## src/rtl/jtpang_bank_arb_if.sv

```systemverilog
// Bank arbiter bus: four read banks, ROM download port, SDRAM command port.
// slave = arbiter side; master = requesters and memory controller side.
interface jtpang_bank_arb_if;
  logic        downloading;
  logic [3:0]  ba_rd;
  logic [21:0] ba0_addr, ba1_addr, ba2_addr, ba3_addr;
  logic [3:0]  ba_ack, ba_dst, ba_dok, ba_rdy;
  logic [21:0] prog_addr;
  logic [1:0]  prog_ba;
  logic        prog_we, prog_rd;
  logic        prog_ack, prog_rdy;
  logic        mem_req;
  logic [1:0]  mem_ba;
  logic [21:0] mem_addr;
  logic        mem_wr;
  logic        mem_ack, mem_dst, mem_dok, mem_rdy;
  logic        busy, tout_err;

  modport slave (
    input  downloading, ba_rd,
    input  ba0_addr, ba1_addr, ba2_addr, ba3_addr,
    output ba_ack, ba_dst, ba_dok, ba_rdy,
    input  prog_addr, prog_ba, prog_we, prog_rd,
    output prog_ack, prog_rdy,
    output mem_req, mem_ba, mem_addr, mem_wr,
    input  mem_ack, mem_dst, mem_dok, mem_rdy,
    output busy, tout_err
  );

  modport master (
    output downloading, ba_rd,
    output ba0_addr, ba1_addr, ba2_addr, ba3_addr,
    input  ba_ack, ba_dst, ba_dok, ba_rdy,
    output prog_addr, prog_ba, prog_we, prog_rd,
    input  prog_ack, prog_rdy,
    input  mem_req, mem_ba, mem_addr, mem_wr,
    output mem_ack, mem_dst, mem_dok, mem_rdy,
    input  busy, tout_err
  );
endinterface

```

## src/rtl/jtpang_bank_arb.sv

```systemverilog
// Four-bank SDRAM read arbiter with download port, bank-0 priority option
// and DATA-phase watchdog. Ports: clk, rst_n, bus (jtpang_bank_arb_if.slave).
module jtpang_bank_arb #(
  parameter bit BA0_PRIO = 1'b1,
  parameter int TOUT     = 63
) (
  input logic              clk,
  input logic              rst_n,
  jtpang_bank_arb_if.slave bus
);

  typedef enum logic [1:0] {
    IDLE,
    REQ,
    DATA
  } state_t;

  localparam logic [5:0] W_LIM = 6'(TOUT - 1);

  state_t      r_state, w_state_nx;
  logic [1:0]  r_ba, w_ba_nx;
  logic [21:0] r_addr, w_addr_nx;
  logic        r_wr, w_wr_nx;
  logic        r_prog, w_prog_nx;
  logic [1:0]  r_last, w_last_nx;
  logic [5:0]  r_wdog, w_wdog_nx;
  logic        r_tout, w_tout_nx;

  logic [1:0]  w_win, w_idx;
  logic [21:0] w_win_addr;
  logic [3:0]  w_sel;
  logic        w_ack, w_hit, w_done, w_data;

  // Round-robin scan from r_last+1; smallest offset is assigned last.
  always_comb begin
    w_win = 2'd0;
    w_idx = 2'd0;
    for (int k = 4; k >= 1; k--) begin
      w_idx = r_last + 2'(k);
      if (bus.ba_rd[w_idx]) w_win = w_idx;
    end
    if (BA0_PRIO && bus.ba_rd[0]) w_win = 2'd0;
  end

  always_comb begin
    w_win_addr = bus.ba0_addr;
    unique case (1'b1)
      w_win == 2'd1: w_win_addr = bus.ba1_addr;
      w_win == 2'd2: w_win_addr = bus.ba2_addr;
      w_win == 2'd3: w_win_addr = bus.ba3_addr;
      default:       w_win_addr = bus.ba0_addr;
    endcase
  end

  assign w_sel  = 4'b0001 << r_ba;
  assign w_data = (r_state == DATA);
  assign w_ack  = (r_state == REQ) && bus.mem_ack;
  assign w_hit  = w_data && !bus.mem_rdy && (r_wdog == W_LIM);
  assign w_done = (w_ack && bus.mem_rdy) ||
                  (w_data && (bus.mem_rdy || w_hit));

  assign bus.mem_req  = (r_state == REQ);
  assign bus.mem_ba   = r_ba;
  assign bus.mem_addr = r_addr;
  assign bus.mem_wr   = r_wr;
  assign bus.busy     = (r_state != IDLE);
  assign bus.tout_err = r_tout;

  assign bus.ba_ack   = (w_ack && !r_prog) ? w_sel : 4'd0;
  assign bus.prog_ack = w_ack && r_prog;
  assign bus.ba_dst   = (w_data && !r_prog && bus.mem_dst) ? w_sel : 4'd0;
  assign bus.ba_dok   = (w_data && !r_prog && bus.mem_dok) ? w_sel : 4'd0;
  assign bus.ba_rdy   = (w_done && !r_prog) ? w_sel : 4'd0;
  assign bus.prog_rdy = w_done && r_prog;

  always_comb begin
    w_state_nx = r_state;
    w_ba_nx    = r_ba;
    w_addr_nx  = r_addr;
    w_wr_nx    = r_wr;
    w_prog_nx  = r_prog;
    w_last_nx  = r_last;
    w_wdog_nx  = r_wdog;
    w_tout_nx  = r_tout | w_hit;
    unique case (r_state)
      IDLE: begin
        w_wdog_nx = 6'd0;
        if (bus.downloading) begin
          if (bus.prog_we || bus.prog_rd) begin
            w_ba_nx    = bus.prog_ba;
            w_addr_nx  = bus.prog_addr;
            w_wr_nx    = bus.prog_we;
            w_prog_nx  = 1'b1;
            w_state_nx = REQ;
          end
        end else if (|bus.ba_rd) begin
          w_ba_nx    = w_win;
          w_addr_nx  = w_win_addr;
          w_wr_nx    = 1'b0;
          w_prog_nx  = 1'b0;
          w_state_nx = REQ;
        end
      end
      REQ: begin
        if (bus.mem_ack) begin
          w_wdog_nx  = 6'd0;
          w_state_nx = bus.mem_rdy ? IDLE : DATA;
          if (!r_prog) w_last_nx = r_ba;
        end
      end
      DATA: begin
        w_wdog_nx = r_wdog + 6'd1;
        if (bus.mem_rdy || w_hit) w_state_nx = IDLE;
      end
      default: w_state_nx = IDLE;
    endcase
  end

  always_ff @(posedge clk or negedge rst_n) begin
    if (!rst_n) begin
      r_state <= IDLE;
      r_ba    <= 2'd0;
      r_addr  <= 22'd0;
      r_wr    <= 1'b0;
      r_prog  <= 1'b0;
      r_last  <= 2'd3;
      r_wdog  <= 6'd0;
      r_tout  <= 1'b0;
    end else begin
      r_state <= w_state_nx;
      r_ba    <= w_ba_nx;
      r_addr  <= w_addr_nx;
      r_wr    <= w_wr_nx;
      r_prog  <= w_prog_nx;
      r_last  <= w_last_nx;
      r_wdog  <= w_wdog_nx;
      r_tout  <= w_tout_nx;
    end
  end

endmodule

```

## src/flat_wrapper.sv

```systemverilog
// flat-port wrapper written by rule: the top's interface ports become plain ports
module jtpang_bank_arb_flat 
#(
  parameter bit BA0_PRIO = 1'b1,
  parameter int TOUT     = 63
)
  (clk, rst_n, bus_downloading, bus_ba_rd, bus_ba0_addr, bus_ba1_addr, bus_ba2_addr, bus_ba3_addr, bus_ba_ack, bus_ba_dst, bus_ba_dok, bus_ba_rdy, bus_prog_addr, bus_prog_ba, bus_prog_we, bus_prog_rd, bus_prog_ack, bus_prog_rdy, bus_mem_req, bus_mem_ba, bus_mem_addr, bus_mem_wr, bus_mem_ack, bus_mem_dst, bus_mem_dok, bus_mem_rdy, bus_busy, bus_tout_err);
  jtpang_bank_arb_if bus_i ();
  input logic clk;
  input logic rst_n;
  input wire logic [$bits(bus_i.downloading)-1:0] bus_downloading;
  input wire logic [$bits(bus_i.ba_rd)-1:0] bus_ba_rd;
  input wire logic [$bits(bus_i.ba0_addr)-1:0] bus_ba0_addr;
  input wire logic [$bits(bus_i.ba1_addr)-1:0] bus_ba1_addr;
  input wire logic [$bits(bus_i.ba2_addr)-1:0] bus_ba2_addr;
  input wire logic [$bits(bus_i.ba3_addr)-1:0] bus_ba3_addr;
  output wire logic [$bits(bus_i.ba_ack)-1:0] bus_ba_ack;
  output wire logic [$bits(bus_i.ba_dst)-1:0] bus_ba_dst;
  output wire logic [$bits(bus_i.ba_dok)-1:0] bus_ba_dok;
  output wire logic [$bits(bus_i.ba_rdy)-1:0] bus_ba_rdy;
  input wire logic [$bits(bus_i.prog_addr)-1:0] bus_prog_addr;
  input wire logic [$bits(bus_i.prog_ba)-1:0] bus_prog_ba;
  input wire logic [$bits(bus_i.prog_we)-1:0] bus_prog_we;
  input wire logic [$bits(bus_i.prog_rd)-1:0] bus_prog_rd;
  output wire logic [$bits(bus_i.prog_ack)-1:0] bus_prog_ack;
  output wire logic [$bits(bus_i.prog_rdy)-1:0] bus_prog_rdy;
  output wire logic [$bits(bus_i.mem_req)-1:0] bus_mem_req;
  output wire logic [$bits(bus_i.mem_ba)-1:0] bus_mem_ba;
  output wire logic [$bits(bus_i.mem_addr)-1:0] bus_mem_addr;
  output wire logic [$bits(bus_i.mem_wr)-1:0] bus_mem_wr;
  input wire logic [$bits(bus_i.mem_ack)-1:0] bus_mem_ack;
  input wire logic [$bits(bus_i.mem_dst)-1:0] bus_mem_dst;
  input wire logic [$bits(bus_i.mem_dok)-1:0] bus_mem_dok;
  input wire logic [$bits(bus_i.mem_rdy)-1:0] bus_mem_rdy;
  output wire logic [$bits(bus_i.busy)-1:0] bus_busy;
  output wire logic [$bits(bus_i.tout_err)-1:0] bus_tout_err;
  assign bus_i.downloading = bus_downloading;
  assign bus_i.ba_rd = bus_ba_rd;
  assign bus_i.ba0_addr = bus_ba0_addr;
  assign bus_i.ba1_addr = bus_ba1_addr;
  assign bus_i.ba2_addr = bus_ba2_addr;
  assign bus_i.ba3_addr = bus_ba3_addr;
  assign bus_ba_ack = bus_i.ba_ack;
  assign bus_ba_dst = bus_i.ba_dst;
  assign bus_ba_dok = bus_i.ba_dok;
  assign bus_ba_rdy = bus_i.ba_rdy;
  assign bus_i.prog_addr = bus_prog_addr;
  assign bus_i.prog_ba = bus_prog_ba;
  assign bus_i.prog_we = bus_prog_we;
  assign bus_i.prog_rd = bus_prog_rd;
  assign bus_prog_ack = bus_i.prog_ack;
  assign bus_prog_rdy = bus_i.prog_rdy;
  assign bus_mem_req = bus_i.mem_req;
  assign bus_mem_ba = bus_i.mem_ba;
  assign bus_mem_addr = bus_i.mem_addr;
  assign bus_mem_wr = bus_i.mem_wr;
  assign bus_i.mem_ack = bus_mem_ack;
  assign bus_i.mem_dst = bus_mem_dst;
  assign bus_i.mem_dok = bus_mem_dok;
  assign bus_i.mem_rdy = bus_mem_rdy;
  assign bus_busy = bus_i.busy;
  assign bus_tout_err = bus_i.tout_err;
  jtpang_bank_arb #(.BA0_PRIO(BA0_PRIO), .TOUT(TOUT)) u_core (.clk(clk), .rst_n(rst_n), .bus(bus_i));
endmodule
```

## config.mk

```make
export PLATFORM = sky130hd
export DESIGN_NAME = jtpang_bank_arb_flat
export DESIGN_NICKNAME = d
export VERILOG_FILES = /design/src/rtl/jtpang_bank_arb_if.sv /design/src/rtl/jtpang_bank_arb.sv /design/src/flat_wrapper.sv
export SDC_FILE = /design/constraint.sdc
export NUM_CORES = 1
export LEC_CHECK = 0
export CAP_MARGIN = 20
export CORE_MARGIN = 3
export CORE_UTILIZATION = 30
export DETAILED_ROUTE_END_ITERATION = 6
export PLACE_DENSITY_LB_ADDON = 0.12
export SLEW_MARGIN = 20
export SYNTH_ARGS = -nofsm -noshare
export SYNTH_HDL_FRONTEND = slang
export SYNTH_SLANG_ARGS = --single-unit
```

## constraint.sdc

```tcl
create_clock -name clk -period 4.5 [get_ports clk]
set_input_delay 0.45 -clock clk [delete_from_list [all_inputs] [get_ports clk]]
set_output_delay 0.45 -clock clk [all_outputs]
set_load 0.02 [all_outputs]
```

==> impl_table.tex, run 1 <==
\begin{tabular}{lr}
\hline
Metric & Value \\
\hline
\multicolumn{2}{l}{\textbf{Outcome}} \\
\quad Result of the run & complete, no violations \\
\multicolumn{2}{l}{\textbf{Run}} \\
\quad Max cap viols & 0 \\
\multicolumn{2}{l}{\textbf{Routing}} \\
\quad Number of optimization iterations in the first detailed-route pass & 4 \\
\quad Routed via count divided by cell count & 5.21 \\
\quad DRC errors left & 0 \\
\quad Number of antenna-violating nets in the routed design & 0 \\
\quad Via count & 3681 \\
\quad Detailed Route Iter0 Violations & 198 \\
\quad Final routed wire length divided by cell count & 18.2 µm \\
\quad Total detailed-routing wirelength & 12900 µm \\
\multicolumn{2}{l}{\textbf{Die}} \\
\quad Starting utilization of the core area & 31.2\% \\
\quad Row count & 38 \\
\quad DIE AREA & 12800 µm² \\
\quad Die Wd & 113 µm \\
\quad DIE HEIGHT & 113 µm \\
\quad Core ar. & 11000 µm² \\
\quad Number of top-level design ports & 171 \\
\multicolumn{2}{l}{\textbf{Finish}} \\
\quad Cell area after layout & approximately 5300 µm² \\
\quad Most common cell after layout, fill and taps aside & sky130\_fd\_sc\_hd\_\_clkdlybuf4s50\_1 \\
\quad Share of cells above drive strength 1 & 9.17\% \\
\quad NumNets Final & 693 \\
\quad Post-route non-filler standard cell count & about 700 \\
\quad Highest-count cells in the layout ignoring fill and taps & 169 x sky130\_fd\_sc\_hd\_\_clkdlybuf4s50\_1, 57 x sky130\_fd\_sc\_hd\_\_nor2\_1, 36 x sky130\_fd\_sc\_hd\_\_nand2\_1 \\
\quad Synth-to-Final Area Change & 54.5\% \\
\quad Final core utilization & 48.2\% \\
\quad Ant diodes & 0 \\
\multicolumn{2}{l}{\textbf{Critical path}} \\
\quad Count of cells along the worst register-to-register path & 4 \\
\quad WP data arrival & between 2 and 2.5 ns \\
\quad Worst Path Required & around 4.1 ns \\
\quad Setup slack of the most critical reg-to-reg path & 2.15 ns \\
\quad Endpoint of the most critical register-to-register path & u\_core.bus.mem\_addr[11] \\
\quad Startpoint Class & flip-flop \\
\quad Element type at the critical path end & primary output \\
\quad Startpoint of the most critical setup path & u\_core.r\_state[0] \\
\quad RR Startpoint & u\_core.r\_state[1] \\
\quad Critical path fanouts, max & 14 \\
\quad Critical Path End & bus\_ba\_ack[0] \\
\quad Path type of the worst setup path & reg2out \\
\multicolumn{2}{l}{\textbf{Place}} \\
\quad Placement Setup Slack & 1.43 ns \\
\quad Instance area after placement & 5120 µm² \\
\quad Final RePlAce weighted congestion & 0.875 \\
\quad Detailed Place HPWL & 9240 µm \\
\quad Buffers on Ports & 170 \\
\quad Post-Place Cells & roughly 700 \\
\multicolumn{2}{l}{\textbf{CTS}} \\
\quad Gates resized, CTS repair & 0 \\
\quad CTS clk-pin slew, worst paths & 0.06 ns \\
\quad Worst skew pair latency & 0.29 ns \\
\quad Quantity of hold-fixing buffers added after cts & 0 \\
\quad Count of clock tree sinks & 37 \\
\quad TritonCTS clock tree & built \\
\quad Number of setup buffers added after CTS & 0 \\
\quad Number of H-tree levels & 2 \\
\quad Number of buffers created by CTS & 5 \\
\quad Clock Tree Buf Depth & 2 \\
\quad Clock root buffer & sky130\_fd\_sc\_hd\_\_clkbuf\_16 \\
\multicolumn{2}{l}{\textbf{Logic synthesis}} \\
\quad Area contributors post-synth & sky130\_fd\_sc\_hd\_\_dfrtp\_1 25\%, sky130\_fd\_sc\_hd\_\_mux2i\_1 7.0\%, sky130\_fd\_sc\_hd\_\_nor3b\_2 6.9\% \\
\quad Synth cell types & 56 \\
\quad Syn Inst Count & 427 \\
\quad Dominant cell type by area after synthesis & sky130\_fd\_sc\_hd\_\_dfrtp\_1 \\
\quad Fraction of post-synthesis cell area in the top cell type by area & 25.5\% \\
\quad Ys async rst share & between 90\% and 100\% \\
\quad Sequential share of the synthesized area & 27.0\% \\
\quad Net count after synthesis & between 500 and 600 \\
\quad Main flop type after synthesis & sky130\_fd\_sc\_hd\_\_dfrtp\_1 \\
\quad Flops \& latches, synth & 37 \\
\quad Average instance area after synthesis & between 8 and 9 µm² \\
\quad Synth warnings & 0 \\
\quad Post-synthesis instance area & 3440 µm² \\
\quad Number of flops mapped to enable cells by yosys & 0 \\
\multicolumn{2}{l}{\textbf{Timing}} \\
\quad Worst setup slack after layout & 1.67 ns \\
\quad Hold violation count in the final report & 0 \\
\quad Worst Hold Margin & 0.290 ns \\
\quad Max Clk Rate & 353 MHz \\
\quad Setup Viol. Count Final & 0 \\
\quad Slew Viols, Final & 0 \\
\quad Final clock skew & $\sim$0.0075 ns \\
\quad Worst-case headroom to the max-slew limit & 33.4\% \\
\quad Tightest Pin Transition & 0.997 ns \\
\quad Minimum clock period & between 2 and 3 ns \\
\quad Total Neg Setup Slack & 0 ns \\
\quad Setup repair after global routing missed its margin & no \\
\quad Period utilization & 63.0\% \\
\multicolumn{2}{l}{\textbf{Global route}} \\
\quad Number of global-route vias before repair & $\sim$4000 \\
\quad Met3 Use GR & 5.13\% \\
\quad Wire length of the first global-routing pass & 20300 µm \\
\quad Initial antenna violation count & 0 \\
\quad Total global-route track usage & between 10\% and 20\% \\
\quad Global Route met1 Usage & 25.3\% \\
\quad Pin count of the biggest net entering global routing & 45 \\
\quad Remaining Overflow, GRT & 0 \\
\quad Layer with the highest usage after global routing & met2 \\
\quad Global-route track usage on met2 & 33.9\% \\
\multicolumn{2}{l}{\textbf{Power and ir drop}} \\
\quad Net switching power & 997 µW \\
\quad Part of the total power dissipated in combinational logic & around 55\% \\
\quad Clock group share of total power & around 20\% \\
\quad Power Density & 449 nW/µm² \\
\quad Sw Ratio & 41.8\% \\
\quad Leakage component of the power & 2.09 nW \\
\quad Sequential group share of total power & 25.9\% \\
\quad Max VDD drop & 0.000200 V \\
\quad Final Power & 2.39 mW \\
\quad Cell-internal power & between 1 and 1.5 mW \\
\multicolumn{2}{l}{\textbf{Hold path}} \\
\quad Min-Delay Path Class & in2async \\
\hline
\end{tabular}
-- power groups by stage --
stage	Sequential, mW	Combinational [mW]	Clock, mW
after floorplan	0.693	0.703	0
after global placement	0.620	1.29	0
after detailed placement	0.620	1.31	0
after CTS	0.619	1.31	0.473
after global routing	0.644	1.41	0.486
final	0.617	1.30	0.465
-- worst min-delay path by stage --
stage,start,end,slack [ns],depth (start not counted)
5_1_grt,rst_n,u_core.bus.tout_err,0.38,1
3_5_place_dp,u_core.bus.tout_err,u_core.bus.tout_err,0.47,2
2_1_floorplan,rst_n,u_core.bus.mem_addr[0],0.15,0
3_3_place_gp,u_core.bus.tout_err,u_core.bus.tout_err,0.45,2
6_report,rst_n,u_core.bus.mem_wr,0.29,1
4_1_cts,rst_n,u_core.bus.tout_err,0.34,1
-- cell families after synthesis --
kind of cell | share of synthesized area [%]
AOI/OAI and AO/OA | 24.5
xor gates and xnor gates | 0.255
adders and majority gates | 0.728
buffers and inverters | 10.2
DFF | 27.0
muxes | 7.97
and+or+nand+nor | 29.4
-- cell type report --
| class | count | area, µm² |
|---|---|---|
| clock inverter | 3 | 65.1 |
| timing repair buffer | 174 | 1730 |
| sequential | 37 | 928 |
| tap | 140 | 175 |
| fill | 1095 | 5720 |
| multi-input combinational | 319 | 2180 |
| clock buffer | 5 | 125 |
| inverter | 29 | 109 |
-- per-layer routing --
metal | up-vias | part of all wire, % | wire (µm)
met1 | 1697 | 43 | 5570
met2 | 149 | 48 | 6130
met3 | 10 | 8.3 | 1060
li1 | 1825 | - | -
met5 | - | 0 | 0
met4 | 0 | 0.82 | 106
-- registers in the layout (all words and copies together) (netlist names) --
register	flops
u_core.r_prog	1
u_core.r_state	2
u_core.bus.mem_addr	22
u_core.bus.mem_ba	2
u_core.bus.mem_wr	1
u_core.bus.tout_err	1
u_core.r_last	2
u_core.r_wdog	6
-- Yosys cell counts (2+ instances only) --
| library cell | instances |
|---|---|
| sky130_fd_sc_hd__nand2b_1 | 6 |
| sky130_fd_sc_hd__a2111oi_0 | 22 |
| sky130_fd_sc_hd__dfstp_2 | 2 |
| sky130_fd_sc_hd__clkbuf_1 | 21 |
| sky130_fd_sc_hd__o21ai_1 | 4 |
| sky130_fd_sc_hd__dfrtp_1 | 35 |
| sky130_fd_sc_hd__nor2_2 | 2 |
| sky130_fd_sc_hd__or2_1 | 2 |
| sky130_fd_sc_hd__nor3b_1 | 4 |
| sky130_fd_sc_hd__buf_2 | 11 |
| sky130_fd_sc_hd__o21ai_0 | 4 |
| sky130_fd_sc_hd__o22ai_1 | 23 |
| sky130_fd_sc_hd__buf_8 | 2 |
| sky130_fd_sc_hd__ha_1 | 2 |
| sky130_fd_sc_hd__inv_1 | 29 |
| sky130_fd_sc_hd__a22o_1 | 2 |
| sky130_fd_sc_hd__or3_1 | 2 |
| sky130_fd_sc_hd__nor2b_1 | 15 |
| sky130_fd_sc_hd__nor3_1 | 6 |
| sky130_fd_sc_hd__and2b_4 | 10 |
| sky130_fd_sc_hd__o311ai_1 | 22 |
| sky130_fd_sc_hd__a21oi_1 | 26 |
| sky130_fd_sc_hd__mux2i_1 | 24 |
| sky130_fd_sc_hd__and2_1 | 2 |
| sky130_fd_sc_hd__nor2_1 | 58 |
| sky130_fd_sc_hd__mux2_1 | 3 |
| sky130_fd_sc_hd__nand2_1 | 36 |
| sky130_fd_sc_hd__o31ai_1 | 3 |
| sky130_fd_sc_hd__buf_6 | 4 |
| sky130_fd_sc_hd__nor3b_2 | 19 |
-- worst max-delay path: stages (launching register included) --
cell	delay [ns]
sky130_fd_sc_hd__dfrtp_1	0.58
sky130_fd_sc_hd__nor2b_1	0.30
sky130_fd_sc_hd__nand2_1	0.12
sky130_fd_sc_hd__or2_1	0.31
sky130_fd_sc_hd__nor3_1	0.16
sky130_fd_sc_hd__clkdlybuf4s50_1	0.63
Note: power is estimated with default switching activity, not from simulation.
==> run 2: changes to the inputs <==
==> constraint.sdc (replaced) <==
create_clock -name clk -period 2.95 [get_ports clk]
set_input_delay 0.295 -clock clk [delete_from_list [all_inputs] [get_ports clk]]
set_output_delay 0.295 -clock clk [all_outputs]
set_load 0.02 [all_outputs]
==> run 2 against run 1 <==
Net effect: global-route usage decreased by 0.072 points; final cell count rose by 0.57%; power up 55%; critical endpoint unchanged.
==> impl_table.tex, run 2 (synthesized netlist as in run 1, its figures left out) <==
\begin{tabular}{lr}
\hline
Metric & Value \\
\hline
\multicolumn{2}{l}{\textbf{Place}} \\
\quad Post-Place Cells & 703 (+0.57\%) \\
\quad Final RePlAce weighted congestion & 0.874 (-0.15\%) \\
\quad Placement Setup Slack & 0.417 ns (-1.02 ns) \\
\quad Instance area after placement & 5180 µm² (+1.2\%) \\
\quad Buffers on Ports & 170 (unchanged) \\
\quad Detailed Place HPWL & 9180 µm (-0.68\%) \\
\multicolumn{2}{l}{\textbf{Routing}} \\
\quad DRC errors left & 0 (unchanged) \\
\quad Uppermost layer routed & met4 \\
\quad Detailed Route Iter0 Violations & 162 (-18\%) \\
\quad Total detailed-routing wirelength & 13000 µm (+0.68\%) \\
\quad Final routed wire length divided by cell count & 18.2 µm (+0.12\%) \\
\quad Total length of routed met2 wires & 6200 µm (+1.1\%) \\
\quad Via count & 3779 (+2.7\%) \\
\quad Wl on met1 & 5690 µm (+2.1\%) \\
\quad Routed via count divided by cell count & 5.32 (+2.1\%) \\
\quad Number of antenna-violating nets in the routed design & 0 (unchanged) \\
\quad Met3 routed WL & 945 µm (-11\%) \\
\quad Number of optimization iterations in the first detailed-route pass & 5 (+1) \\
\multicolumn{2}{l}{\textbf{Power and ir drop}} \\
\quad Sw Ratio & 41.5\% (-0.23 points) \\
\quad Power Density & 686 nW/µm² (+53\%) \\
\quad Cell-internal power & 2.16 mW (+55\%) \\
\quad Net switching power & 1.53 mW (+54\%) \\
\quad Part of the total power dissipated in combinational logic & 55.2\% (+0.6 points) \\
\quad Sequential group share of total power & 25.8\% (about the same) \\
\quad Clock group share of total power & 19.1\% (-0.4 points) \\
\quad Leakage component of the power & 2.12 nW (+1.5\%) \\
\quad Max VDD drop & 0.000345 V (+72\%) \\
\multicolumn{2}{l}{\textbf{Finish}} \\
\quad Multi-input gate area in the final layout & 2180 µm² (-0.34\%) \\
\quad Post-route non-filler standard cell count & 711 (+0.57\%) \\
\quad Share of cells above drive strength 1 & 9.81\% (+0.64 points) \\
\quad Final core utilization & 48.7\% (+0.54 points) \\
\quad Synth-to-Final Area Change & 56.3\% \\
\quad Most common cell after layout, fill and taps aside & sky130\_fd\_sc\_hd\_\_clkdlybuf4s50\_1 \\
\quad Highest-count cells in the layout ignoring fill and taps & 169 x sky130\_fd\_sc\_hd\_\_clkdlybuf4s50\_1, 57 x sky130\_fd\_sc\_hd\_\_nor2\_1, 36 x sky130\_fd\_sc\_hd\_\_nand2\_1 \\
\quad Ant diodes & 0 (unchanged) \\
\quad Register area & 928 µm² (unchanged) \\
\quad Max FFs per register & 22 (unchanged) \\
\quad Cell area after layout & 5370 µm² (+1.1\%) \\
\quad Filler instances & 1127 (+2.9\%) \\
\quad NumNets Final & 697 (+0.58\%) \\
\multicolumn{2}{l}{\textbf{Run}} \\
\quad Max cap viols & 0 (unchanged) \\
\multicolumn{2}{l}{\textbf{Hold path}} \\
\quad Min-Delay Path Class & in2async \\
\multicolumn{2}{l}{\textbf{Critical path}} \\
\quad RR Startpoint & u\_core.r\_state[1] \\
\quad Path type of the worst setup path & reg2out \\
\quad Startpoint Class & flip-flop \\
\quad Critical path fanouts, max & 14 (unchanged) \\
\quad Element type at the critical path end & primary output \\
\quad Endpoint of the most critical register-to-register path & u\_core.bus.mem\_addr[5] \\
\quad WP data arrival & 2.43 ns (+0.05 ns) \\
\quad Worst Path Required & 2.65 ns (-1.40 ns) \\
\quad Count of cells along the worst register-to-register path & 5 (+1) \\
\quad Setup slack of the most critical reg-to-reg path & 0.86 ns (-1.29 ns) \\
\multicolumn{2}{l}{\textbf{Die}} \\
\quad DIE HEIGHT & 113 µm (unchanged) \\
\quad Die Wd & 113 µm (unchanged) \\
\quad Row count & 38 (unchanged) \\
\quad Core ar. & 11000 µm² (unchanged) \\
\quad Number of top-level design ports & 171 (unchanged) \\
\quad Starting utilization of the core area & 31.2\% (unchanged) \\
\quad DIE AREA & 12800 µm² (unchanged) \\
\multicolumn{2}{l}{\textbf{CTS}} \\
\quad Clock Tree Buf Depth & 2 (unchanged) \\
\quad TritonCTS clock tree & built \\
\quad Number of buffers created by CTS & 5 (unchanged) \\
\quad Number of setup buffers added after CTS & 0 (unchanged) \\
\quad Worst skew pair latency & 0.28 ns (about the same) \\
\quad Clock root buffer & sky130\_fd\_sc\_hd\_\_clkbuf\_16 \\
\quad CTS clk-pin slew, worst paths & 0.06 ns (about the same) \\
\quad Count of clock tree sinks & 37 (unchanged) \\
\quad Number of H-tree levels & 2 (unchanged) \\
\quad Quantity of hold-fixing buffers added after cts & 0 (unchanged) \\
\quad Gates resized, CTS repair & 0 (unchanged) \\
\multicolumn{2}{l}{\textbf{Timing}} \\
\quad Final clock skew & 0.00598 ns (-0.00155 ns) \\
\quad Setup repair after global routing missed its margin & no \\
\quad Max Clk Rate & 367 MHz \\
\quad Setup Viol. Count Final & 0 (unchanged) \\
\quad Slew Viols, Final & 0 (unchanged) \\
\quad Tightest Pin Transition & 1.02 ns (+0.0262 ns) \\
\quad Worst-case headroom to the max-slew limit & 31.7\% (-1.8 points) \\
\quad Total Neg Setup Slack & 0 ns (unchanged) \\
\quad Minimum clock period & 2.72 ns \\
\quad Period utilization & $\sim$90\% \\
\quad Worst setup slack after layout & 0.228 ns (-1.44 ns) \\
\quad Hold violation count in the final report & 0 (unchanged) \\
\multicolumn{2}{l}{\textbf{Global route}} \\
\quad Initial antenna violation count & 0 (unchanged) \\
\quad Wire length of the first global-routing pass & 20300 µm (+0.17\%) \\
\quad Remaining Overflow, GRT & 0 (unchanged) \\
\quad Number of global-route vias before repair & 3816 (-2.1\%) \\
\quad Total global-route track usage & 19.7\% (-0.072 points) \\
\quad Pin count of the biggest net entering global routing & 38 (-16\%) \\
\multicolumn{2}{l}{\textbf{Outcome}} \\
\quad Result of the run & complete, no violations \\
\hline
\end{tabular}
==> run 2: layout make-up <==
type	count	share of cell area (%)
timing repair buffer	178	33.4
clock buffer	5	2.33
tap	140	3.26
inverter	29	2.03
clock inverter	3	1.21
multi-input combinational	319	40.5
sequential	37	17.3
==> run 2: layer usage <==
metal	vias to the layer above	GRT usage [%]
met4	0	3.77
li1	1826	-
met3	10	3.90
met1	1787	26.1
met2	156	33.7
met5	-	0
==> run 2: power by group through the flow <==
| stage | combinational (mW) | sequential, mW | clock (mW) |
|---|---|---|---|
| 2_1_floorplan | 1.07 | 1.06 | 0 |
| 3_3_place_gp | 2.02 | 0.952 | 0 |
| 3_5_place_dp | 2.05 | 0.952 | 0 |
| 4_1_cts | 2.06 | 0.951 | 0.720 |
| 5_1_grt | 2.20 | 0.990 | 0.734 |
| 6_report | 2.03 | 0.951 | 0.703 |
==> run 2: metrics by stage <==
stage | total power [mW] | hold WS [ns]
2_1_floorplan | 2.13 | -0.000591
3_3_place_gp | 2.98 | 0.449
3_5_place_dp | 3.00 | 0.459
4_1_cts | 3.73 | 0.185
5_1_grt | 3.92 | 0.228
6_report | 3.69 | 0.134
==> run 2: how the worst max path moves through the flow <==
| stage | startpoint | end | slack (ns) | cells after the start |
|---|---|---|---|---|
| 2_1_floorplan | u_core.r_state[0] | bus_ba_ack[0] | 0.92 | 5 |
| 3_3_place_gp | bus_ba_rd[0] | u_core.bus.mem_addr[10] | 0.52 | 6 |
| 3_5_place_dp | bus_ba_rd[0] | u_core.bus.mem_addr[17] | 0.42 | 6 |
| 4_1_cts | u_core.r_state[0] | bus_ba_ack[0] | 0.23 | 5 |
| 5_1_grt | u_core.r_state[0] | bus_ba_ack[0] | 0.11 | 5 |
| 6_report | u_core.r_state[0] | bus_ba_ack[0] | 0.23 | 5 |
==> run 2: worst max-delay path, stage by stage (launching register included) <==
cell and delay [ns]:
sky130_fd_sc_hd__dfrtp_1 0.58, sky130_fd_sc_hd__nor2b_1 0.32, sky130_fd_sc_hd__nand2_1 0.12, sky130_fd_sc_hd__or2_1 0.32, sky130_fd_sc_hd__nor3_1 0.17, sky130_fd_sc_hd__clkdlybuf4s50_1 0.63
==> run 3: changes to the inputs <==
--- a/config.mk
+++ b/config.mk
@@ -8,6 +8,7 @@
 export CAP_MARGIN = 20
 export CORE_MARGIN = 3
 export CORE_UTILIZATION = 30
+export CTS_CLUSTER_DIAMETER = 200
 export DETAILED_ROUTE_END_ITERATION = 6
 export PLACE_DENSITY_LB_ADDON = 0.12
 export SLEW_MARGIN = 20
==> results of run 3 <==
Same layout as run 2: the final DEF is identical, and so are final timing and power.
